## src/rtl/rr_requester.sv

```systemverilog
// Per-channel pending-job counters that raise requests to an external round-robin
// arbiter, plus a transfer FSM that runs one BURST-beat transfer per accepted grant.
module rr_requester #(
  parameter int WIDTH = 4,
  parameter int DEPTH = 4,
  parameter int BURST = 2
) (
  input  logic             clk,
  input  logic             resetb,
  input  logic [WIDTH-1:0] push,
  input  logic [WIDTH-1:0] grant,
  output logic [WIDTH-1:0] request,
  output logic             ack,
  output logic             beat,
  output logic [WIDTH-1:0] active,
  output logic             busy,
  output logic [WIDTH-1:0] overflow,
  output logic             proto_err
);
  // state | meaning
  // IDLE  | waiting for a one-hot grant to a channel with pending jobs
  // XFER  | driving BURST data beats for the active channel
  // ACK   | one-cycle completion pulse; active channel's job retired
  localparam int PW = $clog2(DEPTH + 1);
  localparam int BW = (BURST > 1) ? $clog2(BURST) : 1;
  localparam logic [PW-1:0] PEND_MAX  = PW'(DEPTH);
  localparam logic [BW-1:0] BEAT_LAST = BW'(BURST - 1);

  localparam logic [1:0] IDLE = 2'd0;
  localparam logic [1:0] XFER = 2'd1;
  localparam logic [1:0] ACK  = 2'd2;

  logic [1:0]                  state;
  logic [BW-1:0]               beat_cnt;
  logic [WIDTH-1:0][PW-1:0]    pend;
  logic [WIDTH-1:0]            dec;
  logic                        grant_one_hot;
  logic                        grant_multi;
  logic                        grant_ok;

  assign grant_one_hot = (grant != '0) && ((grant & (grant - WIDTH'(1))) == '0);
  assign grant_multi   = (grant != '0) && !grant_one_hot;
  assign grant_ok      = grant_one_hot && ((grant & request) != '0);
  assign busy          = (state != IDLE);
  assign dec           = (state == ACK) ? active : '0;

  always_comb begin
    request = '0;
    for (int i = 0; i < WIDTH; i++) begin
      request[i] = (pend[i] != '0);
    end
  end

  // A push that coincides with the retiring job's decrement cancels out, so a
  // full channel accepts it without flagging overflow.
  always_ff @(posedge clk or posedge resetb) begin
    if (resetb) begin
      pend     <= '0;
      overflow <= '0;
    end else begin
      for (int i = 0; i < WIDTH; i++) begin
        if (push[i] && !dec[i]) begin
          if (pend[i] != PEND_MAX) begin
            pend[i] <= pend[i] + PW'(1);
          end else begin
            overflow[i] <= 1'b1;
          end
        end else if (dec[i] && !push[i]) begin
          pend[i] <= pend[i] - PW'(1);
        end
      end
    end
  end

  always_ff @(posedge clk or posedge resetb) begin
    if (resetb) begin
      state     <= IDLE;
      beat_cnt  <= '0;
      active    <= '0;
      ack       <= 1'b0;
      beat      <= 1'b0;
      proto_err <= 1'b0;
    end else begin
      case (state)
        IDLE: begin
          if (grant_multi) begin
            proto_err <= 1'b1;
          end
          if (grant_ok) begin
            state    <= XFER;
            active   <= grant;
            beat_cnt <= '0;
            beat     <= 1'b1;
          end
        end
        XFER: begin
          if (beat_cnt == BEAT_LAST) begin
            state <= ACK;
            beat  <= 1'b0;
            ack   <= 1'b1;
          end else begin
            beat_cnt <= beat_cnt + BW'(1);
          end
        end
        ACK: begin
          ack    <= 1'b0;
          active <= '0;
          state  <= IDLE;
        end
        default: begin
          state  <= IDLE;
          ack    <= 1'b0;
          beat   <= 1'b0;
          active <= '0;
        end
      endcase
    end
  end

endmodule

```

## config.mk

```make
export PLATFORM = sky130hd
export DESIGN_NAME = rr_requester
export DESIGN_NICKNAME = d
export VERILOG_FILES = /design/src/rtl/rr_requester.sv
export SDC_FILE = /design/constraint.sdc
export NUM_CORES = 1
export LEC_CHECK = 0
export ABC_AREA = 1
export ABC_CLOCK_PERIOD_IN_PS = 2200
export CORE_MARGIN = 2
export CORE_UTILIZATION = 40
export DETAILED_ROUTE_END_ITERATION = 16
export DONT_BUFFER_PORTS = 1
export MAX_ROUTING_LAYER = met4
export RECOVER_POWER = 25
export SETUP_SLACK_MARGIN = 0.3
export SYNTH_ARGS = -nofsm -noshare
export SYNTH_HDL_FRONTEND = slang
export SYNTH_SLANG_ARGS = --single-unit
```

## constraint.sdc

```tcl
create_clock -name clk -period 2.2 [get_ports clk]
set_input_delay 0.44 -clock clk [delete_from_list [all_inputs] [get_ports clk]]
set_output_delay 0.44 -clock clk [all_outputs]
set_load 0.01 [all_outputs]
```

==> results of run 1 <==
## routing by layer
layer  vias to the layer above  GRT usage [%]  part of all wire, %
li1                        515              -                    -
met1                       466           18.3                   44
met2                        25           26.1                   47
met3                         6           3.42                  6.1
met4                         0           7.22                  2.4
met5                         -              -                    0
## cells by family (layout without fill, tap and decap cells)
family,Yosys count,in the layout
adder cells (fa/ha/maj),4,4
AND/OR/NAND/NOR,77,77
buffers and inverters,33,38
XOR/XNOR,6,6
flip-flops,26,26
AO/OA/AOI/OAI,20,20
## per-stage QoR
step / util, % / hold slack [ns] / std cells / setup slack [ns] / power, uW
global route: 44.7 / 0.197 / 217 / 0.469 / 2290
CTS: 44.8 / 0.0387 / 217 / 0.639 / 2100
detailed placement: 43.2 / 0.412 / 213 / 0.673 / 1760
finish: 44.7 / 0.223 / 217 / 0.639 / 2070
floorplan: - / 0.480 / 166 / 0.795 / 1570
global placement: 43.2 / 0.409 / 213 / 0.712 / 1710
## worst min-delay path by stage
stage,start,to,slack (ns),cells past startpoint
4_1_cts,resetb,overflow[3]$_DFFE_PP0P_,0.04,2
3_5_place_dp,resetb,pend[6]$_DFFE_PP0P_,0.41,2
2_1_floorplan,resetb,ack$_DFFE_PP0P_,0.48,1
3_3_place_gp,resetb,pend[6]$_DFFE_PP0P_,0.41,2
6_report,grant[1],active[1]$_DFFE_PP0P_,0.22,2
5_1_grt,grant[1],active[1]$_DFFE_PP0P_,0.20,2
## final cells by class
class                   count  area, um^2  share of cell area (%)
flip-flops and latches     26         651                    44.0
inverters                  33         124                    8.38
clock inverters             1        30.0                    2.03
well taps                  46        57.6                    3.89
repair buffers              1        3.75                   0.254
clock buffers               3        22.5                    1.52
multi-input cells         107         591                    39.9
## sequential cells by signal (all words and copies together) (netlist names)
signal and count:
proto_err 1, state 2, overflow 4, beat 1
ack 1, pend 12, beat_cnt 1, active 4
## synth_stat cells
| cell | number |
|---|---|
| dfrtp_1 | 26 |
| xor2_1 | 6 |
| o211ai_1 | 2 |
| o21bai_1 | 5 |
| o21ai_2 | 6 |
| nand2_4 | 1 |
| fa_1 | 4 |
| o21ai_1 | 1 |
| nand3_1 | 8 |
| nand2_2 | 1 |
| nand2_1 | 56 |
| nor2_1 | 6 |
| inv_1 | 33 |
| o22ai_1 | 1 |
| nor2_2 | 1 |
| nor3_1 | 4 |
| o21ai_0 | 5 |
## power by group through the flow
stage	clock network [uW]	registers, uW	logic, uW
6_report	332	917	822
5_1_grt	366	954	970
4_1_cts	341	922	835
3_5_place_dp	0	930	831
3_3_place_gp	0	919	789
2_1_floorplan	0	882	683
## worst reg2reg max path: cells and delay by family, from the launching register on
kind | cells | cell delay (ns)
flip-flops | 1 | 0.47
adder cells (fa/ha/maj) | 1 | 0.40
AND/OR/NAND/NOR | 3 | 0.29
AO/OA/AOI/OAI | 2 | 0.28
buffers and inverters | 1 | 0.03
==> flow_summary.ini, run 1 <==
[clock_tree]
clock_sinks = 26
cts_tree = yes
numCtsBuffers = 3
clock_latency_ns = 0.32
root_buffer = clkbuf_4
cts_setup_buffers = 0
cts_resized = 0
path_clk_slew_ns = 0.15
cts_htree_levels = 1
cts.path.max_buffers = 2
hold_buffers = 0

[logic_synthesis]
synth_compound_area_share_pct = 10.4
synth_fa_ha_area_share_pct = 5.87
synth.top_cell.area_share_pct = 47.7
yosys_warnings = 0
synthSimpleGateAreaFrac_pct = 23.2
syn_area_um2 = 1370
synthMuxAreaShare_pct = 0
synth_top_family_by_area = simple AND/OR/NAND/NOR gates
syn-instance-count = 166
yosysSeqAreaShare_pct = 47.7
syn_avg_cell_area_um2 = 8.22
synth_cell_types = 17
synthesis.nets = 180
ys_ff_latch = 26
synth_xor_area_share_pct = 3.85
synth_area_leaders = dfrtp_1 (48%), nand2_1 (15%), inv_1 (9.1%)
synth_top_cell_by_area = dfrtp_1

[cells_and_area]
layout.nets = 186
fillCellCount = 345
layout_common_cells = nand2_1 (56), inv_1 (33), dfrtp_1 (26), nand3_1 (8)
finalInstanceArea_um2 = 1480
syn_to_final_growth_pct = 8.34
final_common_cell = nand2_1
diodes = 0
layout-drive-gt1-share_pct = 7.60

[drt]
wl_per_cell_um = 11.9
vias = 1012
drt_iter0_drc = 59
routed_wl_um = 2590
firstDrtPassIters = 4
final_antenna_net_count = 0
drc = 0
viasPerCell = 4.66

[critical_path]
cp_slowest_cell = dfrtp_1
crit_top_cell = nand2_1
crit_family = flip-flops
path_class = flip-flop to flip-flop
ff2ff_setup_slack_ns = 0.64
cp_cell_sequence = nand2_4, o21ai_2, fa_1, o21ai_0, nand2_1, nand2_1, inv_1
critical_path_depth = 7
crit_required_ns = 2.43
worst-r2r-cell-count = 7
crit_buf_inv = 1
start_kind = flip-flop
cp_max_fo = 9
crit_arrival_ns = 1.79
critical-path-max-stage-delay_ns = 0.47
crit_path_start = state[1]$_DFFE_PP0P_
worstReg2RegStart = state[1]$_DFFE_PP0P_
end_kind = flip-flop
crit_path_end = pend[2]$_DFFE_PP0P_
worstReg2RegEnd = pend[2]$_DFFE_PP0P_

[sta]
finalSetupTns_ns = 0
period_minus_slack_ns = 1.56
final_hold_viol_count = 0
setup_viol = 0
worst_pin_slew_ns = 1.39
slew_violations = 0
worst_clock_skew_ns = 0.0113
timing.final.crit_share_pct = 71.0
fmax_ghz = 0.640
relSlewSlack_pct = 7.05
rsz0062_at_grt = no

[grt]
first_global_vias = 1074
antenna_found_initial = 0
grt_pass1_wl_um = 4730
globalRouteOverflowTotal = 0
track_usage_pct = 15.7
grt_max_degree = 27

[power]
internal_power_uw = 1180
pwr-share-comb_pct = 39.7
p_leak_uw = 0.000765
power.density_nw_per_um2 = 1400
p_sw_uw = 895
seq_power_share_pct = 44.3
clockPowerShare_pct = 16.0
ir_drop_v = 0.000499
p_sw_share_pct = 43.2

[place]
dp_hpwl_um = 2040
place_area_um2 = 1430
gp_congestion = 0.790
io_buffers = 0

[floorplan]
dieArea_um2 = 3900
die_w_um = 62.4
start_util_pct = 41.2
io_pins = 26
core_area_um2 = 3310
num_rows = 21
die_y_um = 62.4

[run_status]
outcome = completed

[flow_run]
maxCapViolations = 0

[worst_hold_path]
hold_path.class = input pin to flip-flop
Power figures use the tool's default switching activity.
==> run 2, diff against run 1 <==
- ABC_CLOCK_PERIOD_IN_PS: 2200 -> 1550
- clock period: 2.2 -> 1.55 ns (I/O delays scaled with it)
==> flow_summary.ini, run 2 (synthesis gave the netlist of run 1 again) <==
[sta]
period_minus_slack_ns = 1.47
worst_clock_skew_ns = 0.0105
finalSetupTns_ns = 0
setup_viol = 0
worst_pin_slew_ns = 0.648
slew_violations = 0
fmax_ghz = 0.678
relSlewSlack_pct = 56.8
timing.final.crit_share_pct = 95.1
final_hold_viol_count = 0
rsz0062_at_grt = yes

[power]
clockPowerShare_pct = 8.0
p_sw_uw = 1700
seq_power_share_pct = 35.1
p_leak_uw = 0.000925
total_power_uw = 3710
p_sw_share_pct = 45.7
pwr-share-comb_pct = 56.8
ir_drop_v = 0.000806
internal_power_uw = 2020
power.density_nw_per_um2 = 1970

[flow_run]
maxCapViolations = 0

[clock_tree]
root_buffer = clkbuf_4
cts.path.max_buffers = 2
cts_tree = yes
clock_sinks = 26
path_clk_slew_ns = 0.15
numCtsBuffers = 3
cts_htree_levels = 1
clock_latency_ns = 0.33

[critical_path]
start_kind = flip-flop
cp_cell_sequence = inv_2, nand2_8, o21ai_4, fa_2, nand2_1, o21ai_1
crit_required_ns = 1.79
critical-path-max-stage-delay_ns = 0.45
path_class = flip-flop to flip-flop
cp_slowest_cell = fa_2
ff2ff_setup_slack_ns = 0.08
end_kind = flip-flop
crit_arrival_ns = 1.72
cp_max_fo = 7

[grt]
globalRouteOverflowTotal = 0
antenna_found_initial = 0
first_global_vias = 1186
track_usage_pct = 18.0
grt_max_degree = 27
grt_pass1_wl_um = 5380

[cells_and_area]
layout_common_cells = nand2_1 (37), dfrtp_1 (23), buf_4 (23), inv_1 (20), nand2_2 (18)
syn_to_final_growth_pct = 38.0
final_common_cell = nand2_1
largestRegisters = pend: 12 flops, active: 4 flops, overflow: 4 flops
layout.nets = 215
layout-drive-gt1-share_pct = 45.2
diodes = 0
top_register = pend
finalInstanceArea_um2 = 1880
largest_reg_flops = 12
post-route-util_pct = 56.9

[drt]
routed_wl_um = 3290
wl_per_cell_um = 13.4
final_antenna_net_count = 0
vias = 1175
viasPerCell = 4.80
drc = 0
drt_iter0_drc = 68
firstDrtPassIters = 4

[place]
place_area_um2 = 1470
dp_hpwl_um = 2030
gp_congestion = 0.807
io_buffers = 0

[floorplan]
die_w_um = 62.4
io_pins = 26
die_y_um = 62.4
num_rows = 21
dieArea_um2 = 3900
core_area_um2 = 3310
start_util_pct = 41.2

[run_status]
outcome = completed

[worst_hold_path]
hold_path.class = input pin to flip-flop
[run 2: worst paths after layout]
kind	startpoint	endpoint	cells after the start
setup / recovery	state[0]$_DFFE_PP0P_	pend[7]$_DFFE_PP0P_	6
hold / removal	grant[0]	active[0]$_DFFE_PP0P_	2
setup reg to reg	state[0]$_DFFE_PP0P_	pend[7]$_DFFE_PP0P_	6
hold reg to reg	beat_cnt$_DFFE_PP0P_	state[1]$_DFFE_PP0P_	2
max in group asynchronous	resetb	pend[0]$_DFFE_PP0P_	3
min in group asynchronous	resetb	pend[5]$_DFFE_PP0P_	3
[run 2: final cells by class]
type                       count  area (um^2)
timing repair buffer          30          244
inverter                      33          124
tap                           46         57.6
multi-input combinational    107          782
sequential                    26          654
clock buffer                   3         22.5
fill                         316         1430
[run 2: worst max-delay path: cells and delay by family (launching register included)]
family | cells | cell delay [ns]
adder cells (fa/ha/maj) | 1 | 0.45
flip-flops | 1 | 0.42
AO/OA/AOI/OAI | 2 | 0.25
AND/OR/NAND/NOR | 2 | 0.16
buffers and inverters | 1 | 0.11
[run 2: through the flow]
stage / worst slack (ns) / hold WS, ns / cells
floorplan: 0.173 / 0.350 / 166
global placement: 0.0899 / 0.280 / 216
detailed placement: 0.0503 / 0.286 / 216
finish: 0.0756 / 0.0697 / 245
CTS: 0.0772 / 0.0760 / 235
global route: -0.0375 / 0.0663 / 245
[run 2: power groups by stage]
stage / registers [uW] / clock network (uW) / logic, uW
floorplan: 1260 / 0 / 998
global placement: 1300 / 0 / 1210
detailed placement: 1310 / 0 / 1270
CTS: 1270 / 308 / 1710
global route: 1340 / 341 / 2370
finish: 1300 / 298 / 2110
[run 2: per-layer routing]
layer / part of all wire [%] / global-route usage, % / up-vias
met2: 54 / 30.0 / 25
met3: 6.0 / 5.05 / 7
met1: 38 / 21.1 / 568
li1: - / - / 575
met5: 0 / - / -
met4: 2.0 / 5.83 / 0
[run 2: repair_timing]
action                                  CTS  global route
endpoints found under the setup margin   24            24
hold buffers                              1             0
pin swaps                                 8            28
gates resized for setup                  25            41
endpoints found under the hold margin    26             0
setup buffers                            15            10
